### src/rtl/rvfi_chk_pkg.sv
// ----------------------------------------------------------------------------
// rvfi_chk_pkg
// Shared definitions for the RVFI data-memory serializer.
//   ORDER_W      width of the RVFI retirement order tag carried per entry
//   XLEN/MASK_W  data/address width and byte-mask width of one entry
//   mem_entry_t  one queued memory transaction
//   ser_state_e  serializer control states
//   order_after  true when a new order tag lies 1..127 steps after the last
// ----------------------------------------------------------------------------
package rvfi_chk_pkg;

    localparam int ORDER_W = 8;
    localparam int XLEN    = 32;
    localparam int MASK_W  = XLEN / 8;

    typedef struct packed {
        logic [ORDER_W-1:0] order;
        logic [XLEN-1:0]    addr;
        logic [MASK_W-1:0]  rmask;
        logic [MASK_W-1:0]  wmask;
        logic [XLEN-1:0]    rdata;
        logic [XLEN-1:0]    wdata;
    } mem_entry_t;

    typedef enum logic {
        ST_RUN,
        ST_HALT
    } ser_state_e;

    // The order tag wraps at 256, so "later" means the modular distance from
    // the previous tag is in the forward half-window 1..127.
    function automatic logic order_after(input logic [ORDER_W-1:0] new_ord,
                                         input logic [ORDER_W-1:0] last_ord);
        logic [ORDER_W-1:0] diff;
        diff = new_ord - last_ord;
        return (diff != '0) && !diff[ORDER_W-1];
    endfunction

endpackage

### src/rtl/rvfi_dmem_serializer_if.sv
// ----------------------------------------------------------------------------
// rvfi_dmem_serializer_if
// Bundles the multi-channel RVFI memory inputs, the single-entry output
// stream and the status flags of the serializer.
//   rvfi_*      NRET retire channels, flattened per channel (core side)
//   out_*       head entry of the queue with a valid/ready handshake
//   count       occupied queue entries
//   overflow    sticky, a bundle was dropped
//   order_err   sticky, a non-increasing order tag was pushed
//   halted      serializer stopped accepting after an overflow
// Modports: slave = the serializer, master = core/checker side.
// ----------------------------------------------------------------------------
interface rvfi_dmem_serializer_if
    import rvfi_chk_pkg::*;
#(
    parameter int NRET  = 2,
    parameter int DEPTH = 8
);
    localparam int CNT_W = $clog2(DEPTH) + 1;

    logic [NRET-1:0]         rvfi_valid;
    logic [NRET*ORDER_W-1:0] rvfi_order;
    logic [NRET*XLEN-1:0]    rvfi_mem_addr;
    logic [NRET*MASK_W-1:0]  rvfi_mem_rmask;
    logic [NRET*MASK_W-1:0]  rvfi_mem_wmask;
    logic [NRET*XLEN-1:0]    rvfi_mem_rdata;
    logic [NRET*XLEN-1:0]    rvfi_mem_wdata;

    logic                    out_valid;
    logic                    out_ready;
    logic [ORDER_W-1:0]      out_order;
    logic [XLEN-1:0]         out_addr;
    logic [MASK_W-1:0]       out_rmask;
    logic [MASK_W-1:0]       out_wmask;
    logic [XLEN-1:0]         out_rdata;
    logic [XLEN-1:0]         out_wdata;

    logic [CNT_W-1:0]        count;
    logic                    overflow;
    logic                    order_err;
    logic                    halted;

    modport slave (
        input  rvfi_valid, rvfi_order, rvfi_mem_addr, rvfi_mem_rmask,
               rvfi_mem_wmask, rvfi_mem_rdata, rvfi_mem_wdata, out_ready,
        output out_valid, out_order, out_addr, out_rmask, out_wmask,
               out_rdata, out_wdata, count, overflow, order_err, halted
    );

    modport master (
        output rvfi_valid, rvfi_order, rvfi_mem_addr, rvfi_mem_rmask,
               rvfi_mem_wmask, rvfi_mem_rdata, rvfi_mem_wdata, out_ready,
        input  out_valid, out_order, out_addr, out_rmask, out_wmask,
               out_rdata, out_wdata, count, overflow, order_err, halted
    );

endinterface

### src/rtl/rvfi_mq_ram.sv
// ----------------------------------------------------------------------------
// rvfi_mq_ram
// DEPTH-entry register array with NRET independent write ports and one
// asynchronous read port. Storage is not reset; validity is tracked by the
// owner's count.
//   clk       clock
//   we_i      per-port write enable
//   waddr_i   per-port write index
//   wdata_i   per-port entry to store
//   raddr_i   read index
//   rdata_o   entry at raddr_i (combinational)
// ----------------------------------------------------------------------------
module rvfi_mq_ram
    import rvfi_chk_pkg::*;
#(
    parameter int DEPTH = 8,
    parameter int NRET  = 2,
    localparam int PTR_W = $clog2(DEPTH)
) (
    input  logic                       clk,
    input  logic [NRET-1:0]            we_i,
    input  logic [NRET-1:0][PTR_W-1:0] waddr_i,
    input  mem_entry_t [NRET-1:0]      wdata_i,
    input  logic [PTR_W-1:0]           raddr_i,
    output mem_entry_t                 rdata_o
);

    mem_entry_t mem_q [DEPTH];

    // The owner guarantees that enabled ports target distinct slots.
    always_ff @(posedge clk) begin
        for (int p = 0; p < NRET; p++) begin
            if (we_i[p]) begin
                mem_q[waddr_i[p]] <= wdata_i[p];
            end
        end
    end

    assign rdata_o = mem_q[raddr_i];

endmodule

### src/rtl/rvfi_dmem_serializer.sv
// ----------------------------------------------------------------------------
// rvfi_dmem_serializer
// Queues memory transactions retired on up to NRET RVFI channels per cycle in
// retirement order and replays them one per cycle on a valid/ready stream.
// An overflowing bundle is dropped whole and halts further intake; order tags
// that fail to advance raise a sticky error.
//   clk    clock, all logic on posedge
//   reset  asynchronous, active-high
//   bus    rvfi_dmem_serializer_if.slave (RVFI inputs, out stream, status)
// ----------------------------------------------------------------------------
module rvfi_dmem_serializer
    import rvfi_chk_pkg::*;
#(
    parameter int NRET  = 2,
    parameter int DEPTH = 8
) (
    input logic                   clk,
    input logic                   reset,
    rvfi_dmem_serializer_if.slave bus
);

    localparam int PTR_W = $clog2(DEPTH);
    localparam int CNT_W = PTR_W + 1;
    localparam logic [CNT_W-1:0] DEPTH_C = CNT_W'(DEPTH);

    ser_state_e                 state_q, state_d;
    logic [PTR_W-1:0]           wr_ptr_q, wr_ptr_d;
    logic [PTR_W-1:0]           rd_ptr_q, rd_ptr_d;
    logic [CNT_W-1:0]           count_q, count_d;
    logic                       overflow_q, overflow_d;
    logic                       order_err_q, order_err_d;
    logic                       last_valid_q, last_valid_d;
    logic [ORDER_W-1:0]         last_order_q, last_order_d;

    mem_entry_t [NRET-1:0]      chan_entry;
    logic [NRET-1:0]            is_op;
    logic [NRET-1:0]            we;
    logic [NRET-1:0][PTR_W-1:0] waddr;
    logic [CNT_W-1:0]           pushes;
    logic [CNT_W-1:0]           free_slots;
    logic                       pop;
    logic                       accept;
    logic                       drop;
    mem_entry_t                 head;

    // Slice the flattened RVFI buses into one entry per channel; a channel is
    // a memory op only when it retires and touches at least one byte.
    always_comb begin
        for (int c = 0; c < NRET; c++) begin
            chan_entry[c].order = bus.rvfi_order[c*ORDER_W +: ORDER_W];
            chan_entry[c].addr  = bus.rvfi_mem_addr[c*XLEN +: XLEN];
            chan_entry[c].rmask = bus.rvfi_mem_rmask[c*MASK_W +: MASK_W];
            chan_entry[c].wmask = bus.rvfi_mem_wmask[c*MASK_W +: MASK_W];
            chan_entry[c].rdata = bus.rvfi_mem_rdata[c*XLEN +: XLEN];
            chan_entry[c].wdata = bus.rvfi_mem_wdata[c*XLEN +: XLEN];
            is_op[c] = bus.rvfi_valid[c] &&
                       ((chan_entry[c].rmask | chan_entry[c].wmask) != '0);
        end
    end

    // Each op lands at wr_ptr plus the number of ops on lower channels, which
    // packs the bundle contiguously in ascending channel order.
    always_comb begin
        pushes = '0;
        for (int c = 0; c < NRET; c++) begin
            waddr[c] = wr_ptr_q + pushes[PTR_W-1:0];
            pushes   = pushes + CNT_W'(is_op[c]);
        end
    end

    // Space accounting credits this cycle's pop, so a full queue being drained
    // can still take one new entry. A bundle is accepted whole or not at all.
    assign pop        = (count_q != '0) && bus.out_ready;
    assign free_slots = DEPTH_C - count_q + CNT_W'(pop);
    assign accept     = (state_q == ST_RUN) && (pushes != '0) && (pushes <= free_slots);
    assign drop       = (state_q == ST_RUN) && (pushes > free_slots);
    assign we         = accept ? is_op : '0;

    // Next-state for pointers, occupancy, sticky flags and the RUN/HALT FSM.
    // The order check walks accepted ops in channel order so that a later
    // channel is compared against an earlier one pushed in the same cycle.
    always_comb begin
        logic [ORDER_W-1:0] prev_order;
        logic               prev_valid;

        state_d      = state_q;
        wr_ptr_d     = wr_ptr_q;
        rd_ptr_d     = rd_ptr_q + PTR_W'(pop);
        count_d      = count_q - CNT_W'(pop);
        overflow_d   = overflow_q;
        order_err_d  = order_err_q;
        prev_order   = last_order_q;
        prev_valid   = last_valid_q;

        if (accept) begin
            wr_ptr_d = wr_ptr_q + pushes[PTR_W-1:0];
            count_d  = count_q + pushes - CNT_W'(pop);
        end

        for (int c = 0; c < NRET; c++) begin
            if (we[c]) begin
                if (prev_valid && !order_after(chan_entry[c].order, prev_order)) begin
                    order_err_d = 1'b1;
                end
                prev_order = chan_entry[c].order;
                prev_valid = 1'b1;
            end
        end

        if (drop) begin
            overflow_d = 1'b1;
            state_d    = ST_HALT;
        end

        last_order_d = prev_order;
        last_valid_d = prev_valid;
    end

    // State registers; reset discards the queue at once.
    always_ff @(posedge clk or posedge reset) begin
        if (reset) begin
            state_q      <= ST_RUN;
            wr_ptr_q     <= '0;
            rd_ptr_q     <= '0;
            count_q      <= '0;
            overflow_q   <= 1'b0;
            order_err_q  <= 1'b0;
            last_valid_q <= 1'b0;
            last_order_q <= '0;
        end else begin
            state_q      <= state_d;
            wr_ptr_q     <= wr_ptr_d;
            rd_ptr_q     <= rd_ptr_d;
            count_q      <= count_d;
            overflow_q   <= overflow_d;
            order_err_q  <= order_err_d;
            last_valid_q <= last_valid_d;
            last_order_q <= last_order_d;
        end
    end

    rvfi_mq_ram #(
        .DEPTH (DEPTH),
        .NRET  (NRET)
    ) u_ram (
        .clk     (clk),
        .we_i    (we),
        .waddr_i (waddr),
        .wdata_i (chan_entry),
        .raddr_i (rd_ptr_q),
        .rdata_o (head)
    );

    assign bus.out_valid = (count_q != '0);
    assign bus.out_order = head.order;
    assign bus.out_addr  = head.addr;
    assign bus.out_rmask = head.rmask;
    assign bus.out_wmask = head.wmask;
    assign bus.out_rdata = head.rdata;
    assign bus.out_wdata = head.wdata;
    assign bus.count     = count_q;
    assign bus.overflow  = overflow_q;
    assign bus.order_err = order_err_q;
    assign bus.halted    = (state_q == ST_HALT);

endmodule

### src/flat_wrapper.sv
// flat-port wrapper written by rule: the top's interface ports become plain ports
module rvfi_dmem_serializer_flat import rvfi_chk_pkg::*;
#(
    parameter int NRET  = 2,
    parameter int DEPTH = 8
)
  (clk, reset, bus_rvfi_valid, bus_rvfi_order, bus_rvfi_mem_addr, bus_rvfi_mem_rmask, bus_rvfi_mem_wmask, bus_rvfi_mem_rdata, bus_rvfi_mem_wdata, bus_out_ready, bus_out_valid, bus_out_order, bus_out_addr, bus_out_rmask, bus_out_wmask, bus_out_rdata, bus_out_wdata, bus_count, bus_overflow, bus_order_err, bus_halted);
  rvfi_dmem_serializer_if #(.NRET(NRET), .DEPTH(DEPTH)) bus_i ();
  input logic clk;
  input logic reset;
  input wire logic [$bits(bus_i.rvfi_valid)-1:0] bus_rvfi_valid;
  input wire logic [$bits(bus_i.rvfi_order)-1:0] bus_rvfi_order;
  input wire logic [$bits(bus_i.rvfi_mem_addr)-1:0] bus_rvfi_mem_addr;
  input wire logic [$bits(bus_i.rvfi_mem_rmask)-1:0] bus_rvfi_mem_rmask;
  input wire logic [$bits(bus_i.rvfi_mem_wmask)-1:0] bus_rvfi_mem_wmask;
  input wire logic [$bits(bus_i.rvfi_mem_rdata)-1:0] bus_rvfi_mem_rdata;
  input wire logic [$bits(bus_i.rvfi_mem_wdata)-1:0] bus_rvfi_mem_wdata;
  input wire logic [$bits(bus_i.out_ready)-1:0] bus_out_ready;
  output wire logic [$bits(bus_i.out_valid)-1:0] bus_out_valid;
  output wire logic [$bits(bus_i.out_order)-1:0] bus_out_order;
  output wire logic [$bits(bus_i.out_addr)-1:0] bus_out_addr;
  output wire logic [$bits(bus_i.out_rmask)-1:0] bus_out_rmask;
  output wire logic [$bits(bus_i.out_wmask)-1:0] bus_out_wmask;
  output wire logic [$bits(bus_i.out_rdata)-1:0] bus_out_rdata;
  output wire logic [$bits(bus_i.out_wdata)-1:0] bus_out_wdata;
  output wire logic [$bits(bus_i.count)-1:0] bus_count;
  output wire logic [$bits(bus_i.overflow)-1:0] bus_overflow;
  output wire logic [$bits(bus_i.order_err)-1:0] bus_order_err;
  output wire logic [$bits(bus_i.halted)-1:0] bus_halted;
  assign bus_i.rvfi_valid = bus_rvfi_valid;
  assign bus_i.rvfi_order = bus_rvfi_order;
  assign bus_i.rvfi_mem_addr = bus_rvfi_mem_addr;
  assign bus_i.rvfi_mem_rmask = bus_rvfi_mem_rmask;
  assign bus_i.rvfi_mem_wmask = bus_rvfi_mem_wmask;
  assign bus_i.rvfi_mem_rdata = bus_rvfi_mem_rdata;
  assign bus_i.rvfi_mem_wdata = bus_rvfi_mem_wdata;
  assign bus_i.out_ready = bus_out_ready;
  assign bus_out_valid = bus_i.out_valid;
  assign bus_out_order = bus_i.out_order;
  assign bus_out_addr = bus_i.out_addr;
  assign bus_out_rmask = bus_i.out_rmask;
  assign bus_out_wmask = bus_i.out_wmask;
  assign bus_out_rdata = bus_i.out_rdata;
  assign bus_out_wdata = bus_i.out_wdata;
  assign bus_count = bus_i.count;
  assign bus_overflow = bus_i.overflow;
  assign bus_order_err = bus_i.order_err;
  assign bus_halted = bus_i.halted;
  rvfi_dmem_serializer #(.NRET(NRET), .DEPTH(DEPTH)) u_core (.clk(clk), .reset(reset), .bus(bus_i));
endmodule
### config.mk
export PLATFORM = sky130hd
export DESIGN_NAME = rvfi_dmem_serializer_flat
export DESIGN_NICKNAME = d
export VERILOG_FILES = /design/src/rtl/rvfi_chk_pkg.sv /design/src/rtl/rvfi_dmem_serializer_if.sv /design/src/rtl/rvfi_mq_ram.sv /design/src/rtl/rvfi_dmem_serializer.sv /design/src/flat_wrapper.sv
export SDC_FILE = /design/constraint.sdc
export NUM_CORES = 1
export LEC_CHECK = 0
export BUFFER_PORTS_ARGS = -buffer_cell sky130_fd_sc_hd__buf_2
export CORE_AREA = 4 4 264 292
export CTS_BUF_LIST = sky130_fd_sc_hd__clkbuf_4
export DETAILED_ROUTE_END_ITERATION = 10
export DIE_AREA = 0 0 268 296
export HOLD_SLACK_MARGIN = 0.03
export PLACE_DENSITY = 0.83
export SETUP_SLACK_MARGIN = 0.5
export SLEW_MARGIN = 30
export SYNTH_ARGS = -nofsm -noshare
export SYNTH_HDL_FRONTEND = slang
export SYNTH_SLANG_ARGS = --single-unit
### constraint.sdc
create_clock -name clk -period 21.1 [get_ports clk]
set_clock_uncertainty 0.2 [all_clocks]
set_input_delay 1.055 -clock clk [delete_from_list [all_inputs] [get_ports clk]]
set_output_delay 1.055 -clock clk [all_outputs]
set_load 0.01 [all_outputs]
# Yosys cells after proc, flatten, opt, wreduce, memory -nomap -nowiden
# Memories as Yosys holds them, arrays and structs flattened.
# Cells that the tools add are included.
# Widths: inputs -> output; s select.
# word_totals
register_bits	21
ramBits	896
inputBits	229
out_inout_bits	120
word_cells	58
memories	1
# mem_list
memory	depth	word_bits	rd	rd_ports_with_merged_regs	wr	line	text
u_core.u_ram.mem_q	8	112	1	0	2	rvfi_mq_ram.sv:28	mem_entry_t mem_q [DEPTH];
# classes
n_addsub	11
n_lt_le_gt_ge	2
muxes	14
n_bitwise	3
reduce_logical	20
# op_table
cell	n
$mux 8	2
$reduce_bool 4->1	4
$reduce_bool 8->1	2
$sub 8x8->8	2
$logic_and 1x1->1	10
$mux 1	10
$or 4x4->4	2
$sub 4x1->4	2
$add 3x1->3	2
$add 4x1->4	1
$add 4x4->4	1
$gt 4x4->1	1
$le 4x4->1	1
$logic_not 1->1	4
$mux 4	1
$sub 4x4->4 const A	1
$add 3x3->3	1
$add 1x1->2	1
$mux 2	1
$not 1->1	1

# Longest topological paths before layout
# logic_depth
word_depth	16
ltp_mapped	22
depth_no_buf	21

# Modules after synthesis
# Synthesis repeated with hierarchy kept, for this count alone.
# hier_totals
cells_unflattened	2538
area_unflattened_um2	46542.1
# modules_own_cells
module	n_inst	cells_each	area_per_inst_um2	seq_area_each_um2
rvfi_mq_ram	1	2316	44518.9	26905.8
rvfi_dmem_serializer	1	222	2023.2	525.5

# Worst setup path before layout
# No wires, ideal clock.
# synth_path
path_type	input to register
startpoint	in bus_rvfi_mem_wmask[0]
endpoint	mem u_core.u_ram.mem_q[0][0] in the netlist's numbering, enable pin
arrival_time_ns	14.564
required_ns	20.014
slack_ns	5.450
path_stages	12
path_buffers	2
path_cell_list	clkbuf_1 nor4_1 a21boi_1 inv_1 ha_1 inv_1 ha_1 o21bai_1 mux2i_1 o2111ai_2 clkbuf_1 o41ai_1
# synth_rtl
item	line	text
from (decl)	flat_wrapper.sv:15	input wire logic [$bits(bus_i.rvfi_mem_wmask)-1:0] bus_rvfi_mem_wmask;
to (decl)	rvfi_mq_ram.sv:28	

==> run summary <==
Final Hold Slack - 158 ps
Largest net degree at the start of global routing - 113
Initial Util - 62.7%
CTS root buf - clkbuf_4
Post-synth net total - 3064
Design Power - 5000 uW
Top FF cell, synth - edfxtp_1
1st-pass router iterations - 5
I/O Buffers - 348
ANT nets after route - 0
Die outline height - 296 um
Max-slew violations - 0
Seq/Total Area, Yosys - 59.0%
Crit Path Category - in -> reg
Seq cells post-synth - 917
PD cells - 96.1 nW/um^2
CTS tree - built
Post-Syn Area - 46500 um^2
# DRC - 0
Worst Hold Class - in -> reg
Leakage - 0.0183 uW
First-pass GRT wire length - 179000 um
Post-layout util - 70.2%
H-tree level count - 4
Worst VDD drop - 0.0769 mV
Total GRT Usage - 30.3%
Max Buffers Root-to-Sink - 3
CP Launch Type - primary input
Critical path destination - u_core.u_ram.mem_q[5][84]
Worst R2R Setup Slack - 14890 ps
Worst-path clk slew - 70 ps
Detailed Place HPWL - 67000 um
Worst slew margin - 31.4%
Sink Count - 917
Cts bufs inserted - 224
Full die area - 79300 um^2
Drt wl/cell - 27.4 um
Total gr overflow - 0
YS warnings - 0
Arr. time, crit path - 6800 ps
Critical path endpoint category - register
Layout area overhead - 12.0%
Critical Path Source - bus_rvfi_mem_rmask[0]
Unique cell type count in the Yosys netlist - 55
Setup-failing EPs final - 0
Vias - 28.1k
Syn avg cell area - 16.6 um^2
Std cell rows - 105
Mapped Cells - 2799
Reg-to-Reg Start - u_core.bus.count[2]
Crit-path max FO - 41
Chip width - 268 um
Hold Path Depth - 3
Routed wire length - 120000 um
Reg2Reg Depth - 16
Post-synth ARST share - 2.29%
Min Tclk post-route - 6240 ps
Antenna violations before repair - 46
Least-Margin Pin Slew - 1030 ps
Final count of hold timing violations - 0
Routed vias/inst - 6.40
Core area - 74100 um^2
Vias in the first global route - 30.1k
IO Pins - 349
Outcome - finished, final reports clean
Placer Congestion - 0.871
Initial DRC Count - 2545
RSZ-0062 raised after global routing - no
Post-synth EDFFs - 896
WP data required - 21660 ps
Share of layout cells above drive strength 1 - 54.3%
CTS resizes - 0
Nets - 3508
Worst skew pair latency - 1060 ps
R2r endpoint - u_core.u_ram.mem_q[5][84]
Max cap viols - 0
Fmax - 0.160 GHz
Fin crit share - 29.6%
Setup TNS - 0 ps
-- worst min-delay path by stage --
stage	from	slack (ps)	endpoint
detailed placement	u_core.last_valid_q	270	u_core.last_valid_q
CTS	bus_rvfi_mem_addr[25]	30	u_core.u_ram.mem_q[7][97]
global route	bus_rvfi_mem_addr[22]	60	u_core.u_ram.mem_q[7][94]
finish	bus_rvfi_order[8]	160	u_core.u_ram.mem_q[5][104]
floorplan	u_core.last_valid_q	240	u_core.last_valid_q
global placement	u_core.bus.order_err	260	u_core.bus.order_err
-- stage by stage --
stage	cell area [um^2]	worst slack, ps	std cells
after floorplan	46500	5450	2799
after global placement	48900	13990	3964
after detailed placement	49000	13920	3967
after CTS	51900	14710	4347
after global routing	52000	14700	4377
final	52000	14860	4390
-- layout make-up --
cell class	instances	area, um^2
Sequential cell	917	27400
Fill cell	4883	22000
Multi-Input combinational cell	1659	18000
Clock buffer	317	2380
Timing Repair Buffer	407	2360
Tap cell	963	1200
Clock inverter	52	392
Inverter	34	128
Antenna cell	41	103
-- where the power goes --
group	switching [uW]	internal (uW)	leakage, uW
registers	49.8	2000	0.00831
clock network	698	756	0.00162
logic	738	752	0.00834
total	1490	3510	0.0183
-- kinds of logic after synthesis --
kind of cell | synth area share, %
multiplexers | 32.6
flip-flops | 59.0
AND/OR/NAND/NOR | 3.63
buffers and inverters | 2.37
AO/OA/AOI/OAI | 0.961
adder cells (fa/ha/maj) | 1.02
XOR/XNOR | 0.396
-- synthesized netlist by cell type (4+ instances only) --
library cell / number / area (um^2)
a21oi_1: 18 / 90.1
buf_1: 27 / 101
buf_2: 60 / 300
buf_4: 22 / 165
buf_6: 14 / 158
clkbuf_1: 66 / 248
dfrtp_1: 21 / 526
edfxtp_1: 896 / 26900
ha_1: 33 / 413
inv_1: 33 / 124
mux2_1: 32 / 360
mux2_2: 852 / 9590
mux2i_1: 14 / 140
mux4_2: 224 / 5040
nand2_1: 354 / 1330
nand2b_1: 5 / 31.3
nand3_1: 6 / 30.0
nor2_1: 17 / 63.8
nor2b_1: 4 / 25.0
nor3_1: 5 / 25.0
nor4_1: 4 / 25.0
o21ai_0: 19 / 95.1
o31ai_1: 4 / 30.0
or2_2: 4 / 25.0
xnor2_1: 9 / 78.8
xor2_1: 12 / 105
-- placed cells by master (no fill, tap or decap), types with 3 or more instances in the layout --
cell type,synthesis,routed
o21a_1,3,3
xnor2_1,9,9
nand3_1,6,6
nand2b_1,5,5
a31oi_1,3,3
buf_6,14,12
nand2_1,354,352
xor2_1,12,12
buf_16,0,4
inv_1,33,33
nor2_1,17,17
ha_1,33,33
diode_2,0,41
nor4_1,4,4
buf_4,22,30
bufinv_16,0,6
clkbuf_4,0,317
fa_1,3,3
clkinv_1,0,31
edfxtp_1,896,896
mux2_2,852,852
clkinv_2,0,6
nor3_4,2,3
buf_2,60,348
o21ai_0,19,18
mux4_2,224,224
clkinvlp_4,0,7
dlygate4sd3_1,0,11
dfrtp_1,21,18
a21oi_1,18,18
nor2b_1,4,4
mux2_1,32,32
dfrtp_4,0,3
nor3_1,5,5
mux2i_1,14,14
-- sequential cells by signal, indices dropped and copies added, names as in the netlist --
signal / count
u_core.bus.count: 4
u_core.bus.order_err: 1
u_core.bus.overflow: 1
u_core.last_order_q: 8
u_core.last_valid_q: 1
u_core.rd_ptr_q: 3
u_core.u_ram.mem_q: 896
u_core.wr_ptr_q: 3
-- worst max-delay path, cell delays in order --
cell and delay, ps:
buf_2 170, nor4_1 90, a21boi_1 810, inv_1 200, ha_1 380, inv_1 70, ha_1 170, o21bai_1 70
mux2i_1 420, o2111ai_4 390, nor2_2 370, and3_4 710, buf_4 700, buf_4 690, mux2_2 410
-- what timing repair did --
item,4_1_cts,5_1_grt
buffers inserted,0,0
hold buffers,11,0
hold endpoints to repair,29,0
-- layer usage --
metal  part of all wire [%]  vias up  wire, um  GRT usage (%)
met5                  0.040        -        48              0
met4                    2.6        8      3100           11.9
met3                    8.9      192     10700           7.13
met2                     51     1376     61700           51.5
met1                     37    14400     44500           38.4
li1                       -    12100         -              -
(Power assumes the default switching activity.)
